**src/rtl/sd_dma_pkg.sv**
```systemverilog
// Shared SD host DMA definitions: transfer-type codes and the block sequencer state encoding.
// The STOP state exists only when AUTO_CMD12_EN is defined.
package sd_dma_pkg;

  localparam logic [1:0] SINGLE_TRANSFER        = 2'b00;
  localparam logic [1:0] INFINITE_TRANSFER      = 2'b01;
  localparam logic [1:0] MULTIPLE_TRANSFER      = 2'b10;
  localparam logic [1:0] STOP_MULTIPLE_TRANSFER = 2'b11;

  typedef enum logic [2:0] {
    IDLE    = 3'd0,
    XFER    = 3'd1,
    BLK_END = 3'd2,
`ifdef AUTO_CMD12_EN
    STOP    = 3'd3,
`endif
    DONE    = 3'd4
  } seq_state_e;

endpackage

```
**src/rtl/block_word_counter.sv**
```systemverilog
// Word counter for one data block: clear has priority over increment,
// last_word flags the final word of a block of block_size words.
module block_word_counter #(
  parameter int BLOCK_SIZE_W = 12
) (
  input  logic                    CLK,
  input  logic                    RESET_L,
  input  logic                    clear,
  input  logic                    inc,
  input  logic [BLOCK_SIZE_W-1:0] block_size,
  output logic                    last_word
);

  logic [BLOCK_SIZE_W-1:0] count;

  always_ff @(posedge CLK or negedge RESET_L) begin
    if (!RESET_L) begin
      count <= '0;
    end else if (clear) begin
      count <= '0;
    end else if (inc) begin
      count <= count + BLOCK_SIZE_W'(1);
    end
  end

  assign last_word = (count == block_size - BLOCK_SIZE_W'(1));

endmodule

```
**src/rtl/transfer_block_sequencer.sv**
```systemverilog
// Block-transfer sequencer for the SD host DMA (single, multiple, infinite modes).
// Define AUTO_CMD12_EN to compile in the STOP state and the automatic CMD12 request.
module transfer_block_sequencer
  import sd_dma_pkg::*;
#(
  parameter int BLOCK_COUNT_W = 16,
  parameter int BLOCK_SIZE_W  = 12
) (
  input  logic                     CLK,
  input  logic                     RESET_L,
  input  logic                     Start,
  input  logic                     Multi_Single_Block_Select,
  input  logic                     Block_Count_Enable,
  input  logic [BLOCK_COUNT_W-1:0] Block_Count,
  input  logic [BLOCK_SIZE_W-1:0]  Block_Size,
  input  logic                     Stop_Request,
  input  logic                     Word_Done,
  input  logic                     Auto_Stop_Ack,
  output logic [1:0]               Transfer_Type,
  output logic                     Busy,
  output logic                     Block_Start,
  output logic                     Block_End,
  output logic [BLOCK_COUNT_W-1:0] Blocks_Remaining,
  output logic                     Transfer_Complete,
  output logic                     Config_Error,
  output logic                     Auto_Stop_Req,
  output seq_state_e               debug_state
);

  // Handshake: Word_Done is a combined valid/ready strobe from the data path; each
  // cycle it is high exactly one word has moved. It is only counted in XFER.

  seq_state_e               state_q, state_d;
  logic                     stop_q, stop_d;
  logic                     multi_q, multi_d;
  logic [BLOCK_SIZE_W-1:0]  size_q, size_d;
  logic [1:0]               type_d;
  logic [BLOCK_COUNT_W-1:0] rem_d;
  logic                     busy_d, block_start_d, block_end_d, complete_d, cfg_err_d;
  logic                     cnt_clear, cnt_inc, last_word;
  logic                     stop_ok, stop_any, more_blocks;
`ifdef AUTO_CMD12_EN
  logic                     auto_req_d;
`endif

  block_word_counter #(.BLOCK_SIZE_W(BLOCK_SIZE_W)) u_word_counter (
    .CLK        (CLK),
    .RESET_L    (RESET_L),
    .clear      (cnt_clear),
    .inc        (cnt_inc),
    .block_size (size_q),
    .last_word  (last_word)
  );

  // Stops only matter for multiple/infinite transfers; single mode runs to its end.
  assign stop_ok     = Stop_Request && (Transfer_Type != SINGLE_TRANSFER);
  assign stop_any    = stop_q || stop_ok;
  assign more_blocks = multi_q ? (Blocks_Remaining > BLOCK_COUNT_W'(1))
                               : (Transfer_Type == INFINITE_TRANSFER);

  always_comb begin
    state_d       = state_q;
    stop_d        = stop_q;
    multi_d       = multi_q;
    size_d        = size_q;
    type_d        = Transfer_Type;
    rem_d         = Blocks_Remaining;
    busy_d        = Busy;
    block_start_d = 1'b0;
    block_end_d   = 1'b0;
    complete_d    = 1'b0;
    cfg_err_d     = 1'b0;
    cnt_clear     = 1'b0;
    cnt_inc       = 1'b0;
`ifdef AUTO_CMD12_EN
    auto_req_d    = 1'b0;
`endif
    case (state_q)
      IDLE: begin
        stop_d = 1'b0;
        if (Start) begin
          if ((Block_Size == '0) ||
              (Multi_Single_Block_Select && Block_Count_Enable && (Block_Count == '0))) begin
            cfg_err_d = 1'b1;
          end else begin
            state_d       = XFER;
            busy_d        = 1'b1;
            block_start_d = 1'b1;
            size_d        = Block_Size;
            cnt_clear     = 1'b1;
            multi_d       = Multi_Single_Block_Select && Block_Count_Enable;
            rem_d         = '0;
            if (!Multi_Single_Block_Select) begin
              type_d = SINGLE_TRANSFER;
            end else if (!Block_Count_Enable) begin
              type_d = INFINITE_TRANSFER;
            end else begin
              type_d = MULTIPLE_TRANSFER;
              rem_d  = Block_Count;
            end
          end
        end
      end
      XFER: begin
        if (stop_ok) begin
          stop_d = 1'b1;
          type_d = STOP_MULTIPLE_TRANSFER;
        end
        if (Word_Done) begin
          cnt_inc = 1'b1;
          if (last_word) begin
            cnt_clear   = 1'b1;
            state_d     = BLK_END;
            block_end_d = 1'b1;
          end
        end
      end
      BLK_END: begin
        if (stop_ok) begin
          stop_d = 1'b1;
          type_d = STOP_MULTIPLE_TRANSFER;
        end
        if (multi_q) begin
          rem_d = Blocks_Remaining - BLOCK_COUNT_W'(1);
        end
        if (more_blocks && !stop_any) begin
          state_d       = XFER;
          block_start_d = 1'b1;
        end
`ifdef AUTO_CMD12_EN
        else if (multi_q || stop_any) begin
          state_d    = STOP;
          auto_req_d = 1'b1;
        end
`endif
        else begin
          state_d    = DONE;
          complete_d = 1'b1;
        end
      end
`ifdef AUTO_CMD12_EN
      STOP: begin
        auto_req_d = 1'b1;
        if (Auto_Stop_Ack) begin
          auto_req_d = 1'b0;
          state_d    = DONE;
          complete_d = 1'b1;
        end
      end
`endif
      DONE: begin
        state_d = IDLE;
        busy_d  = 1'b0;
      end
      default: state_d = IDLE;
    endcase
  end

  always_ff @(posedge CLK or negedge RESET_L) begin
    if (!RESET_L) begin
      state_q           <= IDLE;
      stop_q            <= 1'b0;
      multi_q           <= 1'b0;
      size_q            <= '0;
      Transfer_Type     <= SINGLE_TRANSFER;
      Blocks_Remaining  <= '0;
      Busy              <= 1'b0;
      Block_Start       <= 1'b0;
      Block_End         <= 1'b0;
      Transfer_Complete <= 1'b0;
      Config_Error      <= 1'b0;
    end else begin
      state_q           <= state_d;
      stop_q            <= stop_d;
      multi_q           <= multi_d;
      size_q            <= size_d;
      Transfer_Type     <= type_d;
      Blocks_Remaining  <= rem_d;
      Busy              <= busy_d;
      Block_Start       <= block_start_d;
      Block_End         <= block_end_d;
      Transfer_Complete <= complete_d;
      Config_Error      <= cfg_err_d;
    end
  end

`ifdef AUTO_CMD12_EN
  always_ff @(posedge CLK or negedge RESET_L) begin
    if (!RESET_L) begin
      Auto_Stop_Req <= 1'b0;
    end else begin
      Auto_Stop_Req <= auto_req_d;
    end
  end
`else
  logic unused_auto_stop_ack;
  assign unused_auto_stop_ack = Auto_Stop_Ack;
  assign Auto_Stop_Req        = 1'b0;
`endif

  assign debug_state = state_q;

endmodule

```
**config.mk**
```make
export PLATFORM = sky130hd
export DESIGN_NAME = transfer_block_sequencer
export DESIGN_NICKNAME = d
export VERILOG_FILES = /design/src/rtl/sd_dma_pkg.sv /design/src/rtl/block_word_counter.sv /design/src/rtl/transfer_block_sequencer.sv
export SDC_FILE = /design/constraint.sdc
export NUM_CORES = 1
export LEC_CHECK = 0
export CORE_MARGIN = 4
export CORE_UTILIZATION = 43
export DETAILED_ROUTE_END_ITERATION = 8
export PLACE_DENSITY = 0.68
export SETUP_SLACK_MARGIN = 0.15
export SLEW_MARGIN = 20
export SYNTH_ARGS = -nofsm -noshare
export SYNTH_HDL_FRONTEND = slang
export SYNTH_SLANG_ARGS = --single-unit
export TNS_END_PERCENT = 1
```
**constraint.sdc**
```tcl
create_clock -name CLK -period 5.1 [get_ports CLK]
set_input_delay 1.02 -clock CLK [delete_from_list [all_inputs] [get_ports CLK]]
set_output_delay 1.02 -clock CLK [all_outputs]
set_load 0.005 [all_outputs]
```
---- Word-level counts from Yosys, hierarchy flattened ----
Cells that the tools add are included.
word-level totals
  bits in registers ....................... 52
  bits in latches ......................... 0
  memory bits (writable) .................. 0
  memory bits (read-only) ................. 0
  output and inout port bits .............. 27
  word-level logic and storage cells ...... 91
  memories ................................ 0
cells by class
  add/subtract/negate cells ............... 3
  multiply operators ...................... 0
  divide/modulo/power cells ............... 0
  $lt $le $gt $ge ......................... 1
  equal/unequal tests ..................... 11
  shifts and indexed selects .............. 0
  multiplexer cells ....................... 41
  bitwise logic cells ..................... 1
  reductions and logical operators ........ 22
operators with widths
  cell                   count
  $mux 16                5
  $pmux 16 s2            1
  $mux 12                2
  $mux 1                 17
  $gt 16x1->1 const B    1
  $logic_not 16->1       1
  $sub 16x1->16 const B  1
  $mux 3                 5
  $add 12x1->12 const B  1
  $eq 12x12->1           1
  $logic_not 12->1       1
  $reduce_and 4->1       3
  $sub 12x1->12 const B  1
  $mux 2                 5
  $ne 2x2->1 const B     5
  $reduce_bool 2->1      5
  $pmux 3 s3             1
  $pmux 1 s2             4
  $reduce_and 3->1       2
  $logic_and 1x1->1      4
  $pmux 2 s2             1
  $eq 3x1->1 const B     1
  $eq 3x2->1 const B     1
  $eq 3x3->1 const B     1
  other kinds (8)        9

---- Logic depth before layout (Yosys ltp) ----
  word-level depth ........................ 7
  gate-level depth with buffers ........... 10

---- Hierarchy ----
From an unflattened synthesis, not the netlist that was laid out.
unflattened totals
  cell total of the unflattened synthesis .. 337
  area total of the unflattened synthesis .. 3,131.8 µm²
by module, submodules not included
  module                    times used  cells each  area each (µm²)  sequential area each (µm²)
  transfer_block_sequencer  1           221         2,160.8          1,001.0
  block_word_counter        1           116         970.9            300.3

---- Worst setup path after synthesis ----
No wires, ideal clock.
  path kind ............................... input to register
  start ................................... input Block_Count[0]
  end ..................................... register Blocks_Remaining[12]
  library setup time ...................... 0.135 ns
  arrival ................................. 2.558 ns
  required time ........................... 4.965 ns
  slack ................................... 2.407 ns
  cell stages on the path ................. 7
  path through ............................ nor4_1 > nand3_1 > o211ai_1 > and2_0 > clkbuf_1 > clkbuf_1 > o21ai_0
on the way
  word-level cells in the longest chain between the ends .. 5
RTL lines
  what                        line                             text
  start: declaration          transfer_block_sequencer.sv:14   input logic [BLOCK_COUNT_W-1:0] Block_Count,
  $logic_not 16->1            transfer_block_sequencer.sv:83   (Multi_Single_Block_Select && Block_Count_Enable && (Block_Count == '0))) begin
  $logic_and 1x1->1           transfer_block_sequencer.sv:83
  $logic_or 1x1->1            transfer_block_sequencer.sv:82   if ((Block_Size == '0) ||
  $ne 2x2->1 (no line)        -
  $reduce_and 4->1 (no line)  -
  end signal: assignment      transfer_block_sequencer.sv:178  Blocks_Remaining <= rem_d;
  end: declaration            transfer_block_sequencer.sv:23   output logic [BLOCK_COUNT_W-1:0] Blocks_Remaining,
No other way between the ends.
A chain may end at the register's enable or synchronous reset.

---- Worst setup path in the final report ----
  start ................................... input Block_Count[12]
  end ..................................... register size_q[11]
on the way
  word-level cells in the longest chain between the ends .. 5
RTL lines
  what                        line                             text
  $logic_not 16->1            transfer_block_sequencer.sv:83
  $logic_and 1x1->1           transfer_block_sequencer.sv:83
  $logic_or 1x1->1            transfer_block_sequencer.sv:82
  $not 1->1 (no line)         -
  $reduce_and 3->1 (no line)  -
  end signal: assignment      transfer_block_sequencer.sv:176  size_q <= size_d;
  end: declaration            transfer_block_sequencer.sv:36   logic [BLOCK_SIZE_W-1:0] size_q, size_d;
No other way between the ends.

==> out/qor.csv <==
stage,metric,value,unit
synth,sequential share of the synthesized area,0.404,
power,Comb pwr share,0.434,
sta,Worst Tran Pin Value,954,ps
clocking,CTS sink cnt,52,
cells_and_area,n_diodes,0,
synth,Syn. warnings,0,
drt,Vias,2921,
power,P_int,1.13,mW
sta,final hold violations,0,
power,Sequential Power Share,0.400,
floorplanning,die height,94.6,µm
placed_design,GPL Wtd Cong,0.865,
drt,initial drt markers,163,
grt,pin count of the biggest net entering global routing,53,
power,P per Cell Area,468,mW/mm²
drt,drt wl/cell,15.7,µm
placed_design,Detail Placement HPWL,6000,µm
cells_and_area,"commonest non-fill, non-tap cell in the layout",clkdlybuf4s50_1,
clocking,Post CTS Setup Buffer Count,0,
floorplanning,row count,31,
status,status,finished clean,
clocking,post_cts resized,0,
cells_and_area,Reg area,0.00130,mm²
clocking,Max clock buf depth,2,
placed_design,Setup WS pre-CTS,1630,ps
clocking,CTS tree,built,
power,switch share,0.399,
drt,drt total wl,8170,µm
critical_path,"Req. time, crit path",5300,ps
floorplanning,die width,94.6,µm
sta,final clock period utilization by the worst path,0.608,
critical_path,Worst Setup Start Kind,input port,
floorplanning,Initial Utilization,0.444,
floorplanning,total die area,0.00894,mm²
synth,Post-Synthesis Cells,366,
critical_path,Setup CP Type,in2reg,
critical_path,WP data arrival,3300,ps
cells_and_area,Total Nets Final,459,
drt,TritonRoute pass-1 iters,4,
synth,Synth Area in Compound Gates,0.181,
cells_and_area,synthesis-to-finish area growth,24.8,%
power,clock share of power,0.166,
grt,gr ovfl total,0,
clocking,Max H-tree Level,2,
grt,first-pass GRT wire length,13400,µm
synth,Unique masters post-synth,55,
clocking,cts hold-fix bufs,0,
flow_run,max-cap violation count,0,
clocking,Num CTS Buffers,5,
synth,XOR/XNOR Fraction of Synth Area,0.0598,
synth,Post-Syn Area,0.00322,mm²
synth,Synth Flop Type,dfrtp_1,
critical_path,crit-path max FO,27,
synth,post-synthesis mux area share,0.0454,
sta,Slew headroom,0.360,
sta,post-layout min period,3100,ps
cells_and_area,fillers,688,
critical_path,flop2flop setup slack,2060,ps
grt,vias in the first global route,2830,
clocking,Clock Pin Slew Worst Setup and Hold Paths,90,ps
sta,fmax,0.322,GHz
power,Peak VDD IR,0.000182,V
power,sw power,0.751,mW
sta,Final Worst Setup Slack,2000,ps
sta,TNS Setup,0,ps
synth,Simple-Gate Fraction of Synth Area,0.252,
drt,post-route ant nets,0,
synth,"FFs w/ async S/R, synth",1.00,
cells_and_area,Multi-input gate area,0.00179,mm²
sta,Final Max Slew Viols,0,
drt,DRC errors left,0,
clocking,CTS root buf,clkbuf_8,
synth,Synth Net Count,406,
cells_and_area,share of layout cells above drive strength 1,0.112,
synth,adder-cell share of the synthesized area,0.0155,
critical_path,Critical Path Sink Type,flip-flop,
floorplanning,total core area,0.00725,mm²
grt,initial antenna violation count,0,
sta,final setup fails,0,
floorplanning,# IOs,63,
synth,largest family of logic cells by synthesized area,simple AND/OR/NAND/NOR gates,
synth,synthesis-stage register bit count,52,
cells_and_area,most frequent cells in the layout,"59 x clkdlybuf4s50_1, 52 x dfrtp_1, 41 x nor2_1",
synth,"EDFF count, synth",0,
worst_hold_path,Worst Hold Class,reg2reg,
placed_design,Port Buffer Count,60,
power,P_leak,1.60,nW
clocking,Skew-Pair Late Insertion Delay,310,ps
sta,clock skew,12.2,ps
drt,post-DR vias/cell,5.63,
sta,RSZ-0062 raised after global routing,no,
grt,All-Layer GR Usage,0.188,
synth,syn_area_per_cell,8.81,µm²
## logic make-up (layout without fill, tap and decap cells)
family | after synthesis | count (layout)
AOI/OAI and AO/OA | 90 | 90
DFF | 52 | 52
xor gates and xnor gates | 22 | 22
and+or+nand+nor | 154 | 154
muxes | 13 | 13
buffers and inverters | 30 | 84
other | 1 | 1
adders and majority gates | 4 | 4
## synthesized netlist by cell type, types with 2 or more instances
| master | instances | area [µm²] |
|---|---|---|
| nand4_1 | 4 | 25.0 |
| o211ai_1 | 6 | 45.0 |
| nor2_2 | 10 | 62.6 |
| clkbuf_1 | 15 | 56.3 |
| o32ai_1 | 2 | 17.5 |
| ha_1 | 4 | 50.1 |
| inv_1 | 9 | 33.8 |
| o22a_1 | 3 | 26.3 |
| or3_1 | 3 | 18.8 |
| nand2_1 | 33 | 124 |
| and3_1 | 5 | 31.3 |
| buf_2 | 2 | 10.0 |
| or4_1 | 2 | 15.0 |
| o31ai_1 | 3 | 22.5 |
| a211oi_1 | 2 | 15.0 |
| buf_6 | 2 | 22.5 |
| o21ai_0 | 24 | 120 |
| and2_1 | 4 | 25.0 |
| nor3_1 | 10 | 50.1 |
| nor4_1 | 13 | 81.3 |
| xnor2_1 | 12 | 105 |
| mux2_2 | 13 | 146 |
| nand2b_1 | 4 | 25.0 |
| xor2_1 | 10 | 87.6 |
| nor2_1 | 41 | 154 |
| nand3_1 | 12 | 60.1 |
| dfrtp_1 | 52 | 1300 |
| a311oi_1 | 4 | 35.0 |
| a31oi_1 | 14 | 87.6 |
| a21oi_1 | 23 | 115 |
## power by group through the flow
stage | combinational (mW) | sequential, mW | clock (mW)
final | 0.817 | 0.754 | 0.313
after global routing | 0.916 | 0.778 | 0.343
after CTS | 0.820 | 0.752 | 0.320
after detailed placement | 0.813 | 0.760 | 0
after global placement | 0.791 | 0.755 | 0
after floorplan | 0.565 | 0.698 | 0
## final timing paths
check                                 startpoint                                   to  cells after the start
max reg2reg                size_q[0]$_DFFE_PN0P_  u_word_counter.count[0]$_DFFE_PN0P_                      8
min                             Busy$_DFFE_PN0P_                     Busy$_DFFE_PN0P_                      2
max                              Block_Count[12]               size_q[11]$_DFFE_PN0P_                      6
min in group asynchronous                RESET_L  u_word_counter.count[9]$_DFFE_PN0P_                      2
max in group asynchronous                RESET_L                size_q[2]$_DFFE_PN0P_                      2
min reg2reg                     Busy$_DFFE_PN0P_                     Busy$_DFFE_PN0P_                      2
## routing by layer
layer	vias up	share of wire	global-route usage
met4	0	0.016	0.0541
met1	1400	0.46	0.252
met2	78	0.48	0.309
met5	-	0	0
met3	13	0.045	0.0375
li1	1430	-	-
## final cells by class
class                      instances  area share
clock buffer                       7      0.0240
clock inverter                     1     0.00747
tap                               99      0.0308
inverter                           9     0.00840
multi-input combinational        284       0.445
sequential                        52       0.324
timing repair buffer              67       0.161
## registers in the layout, summed over array words and instances (netlist names)
name                  count
Block_End                 1
Transfer_Type             2
Block_Start               1
multi_q                   1
Config_Error              1
Busy                      1
debug_state               3
u_word_counter.count     12
stop_q                    1
size_q                   12
Blocks_Remaining         16
Transfer_Complete         1
## worst max-delay path: stages
cell	delay [ps]
clkdlybuf4s50_1	430
nor4_1	360
nand3_1	150
o211ai_1	520
buf_4	420
mux2_2	380
## through the flow
stage	power (mW)	cells	util	hold WS [ps]	area, µm²
after global placement	1.55	511	0.537	484	3890
after detailed placement	1.57	511	0.537	490	3890
after CTS	1.89	519	0.554	513	4020
after global routing	2.04	519	0.554	533	4020
final	1.88	519	0.554	506	4020
after floorplan	1.26	366	-	468	3220
Power figures use the tool's default switching activity.
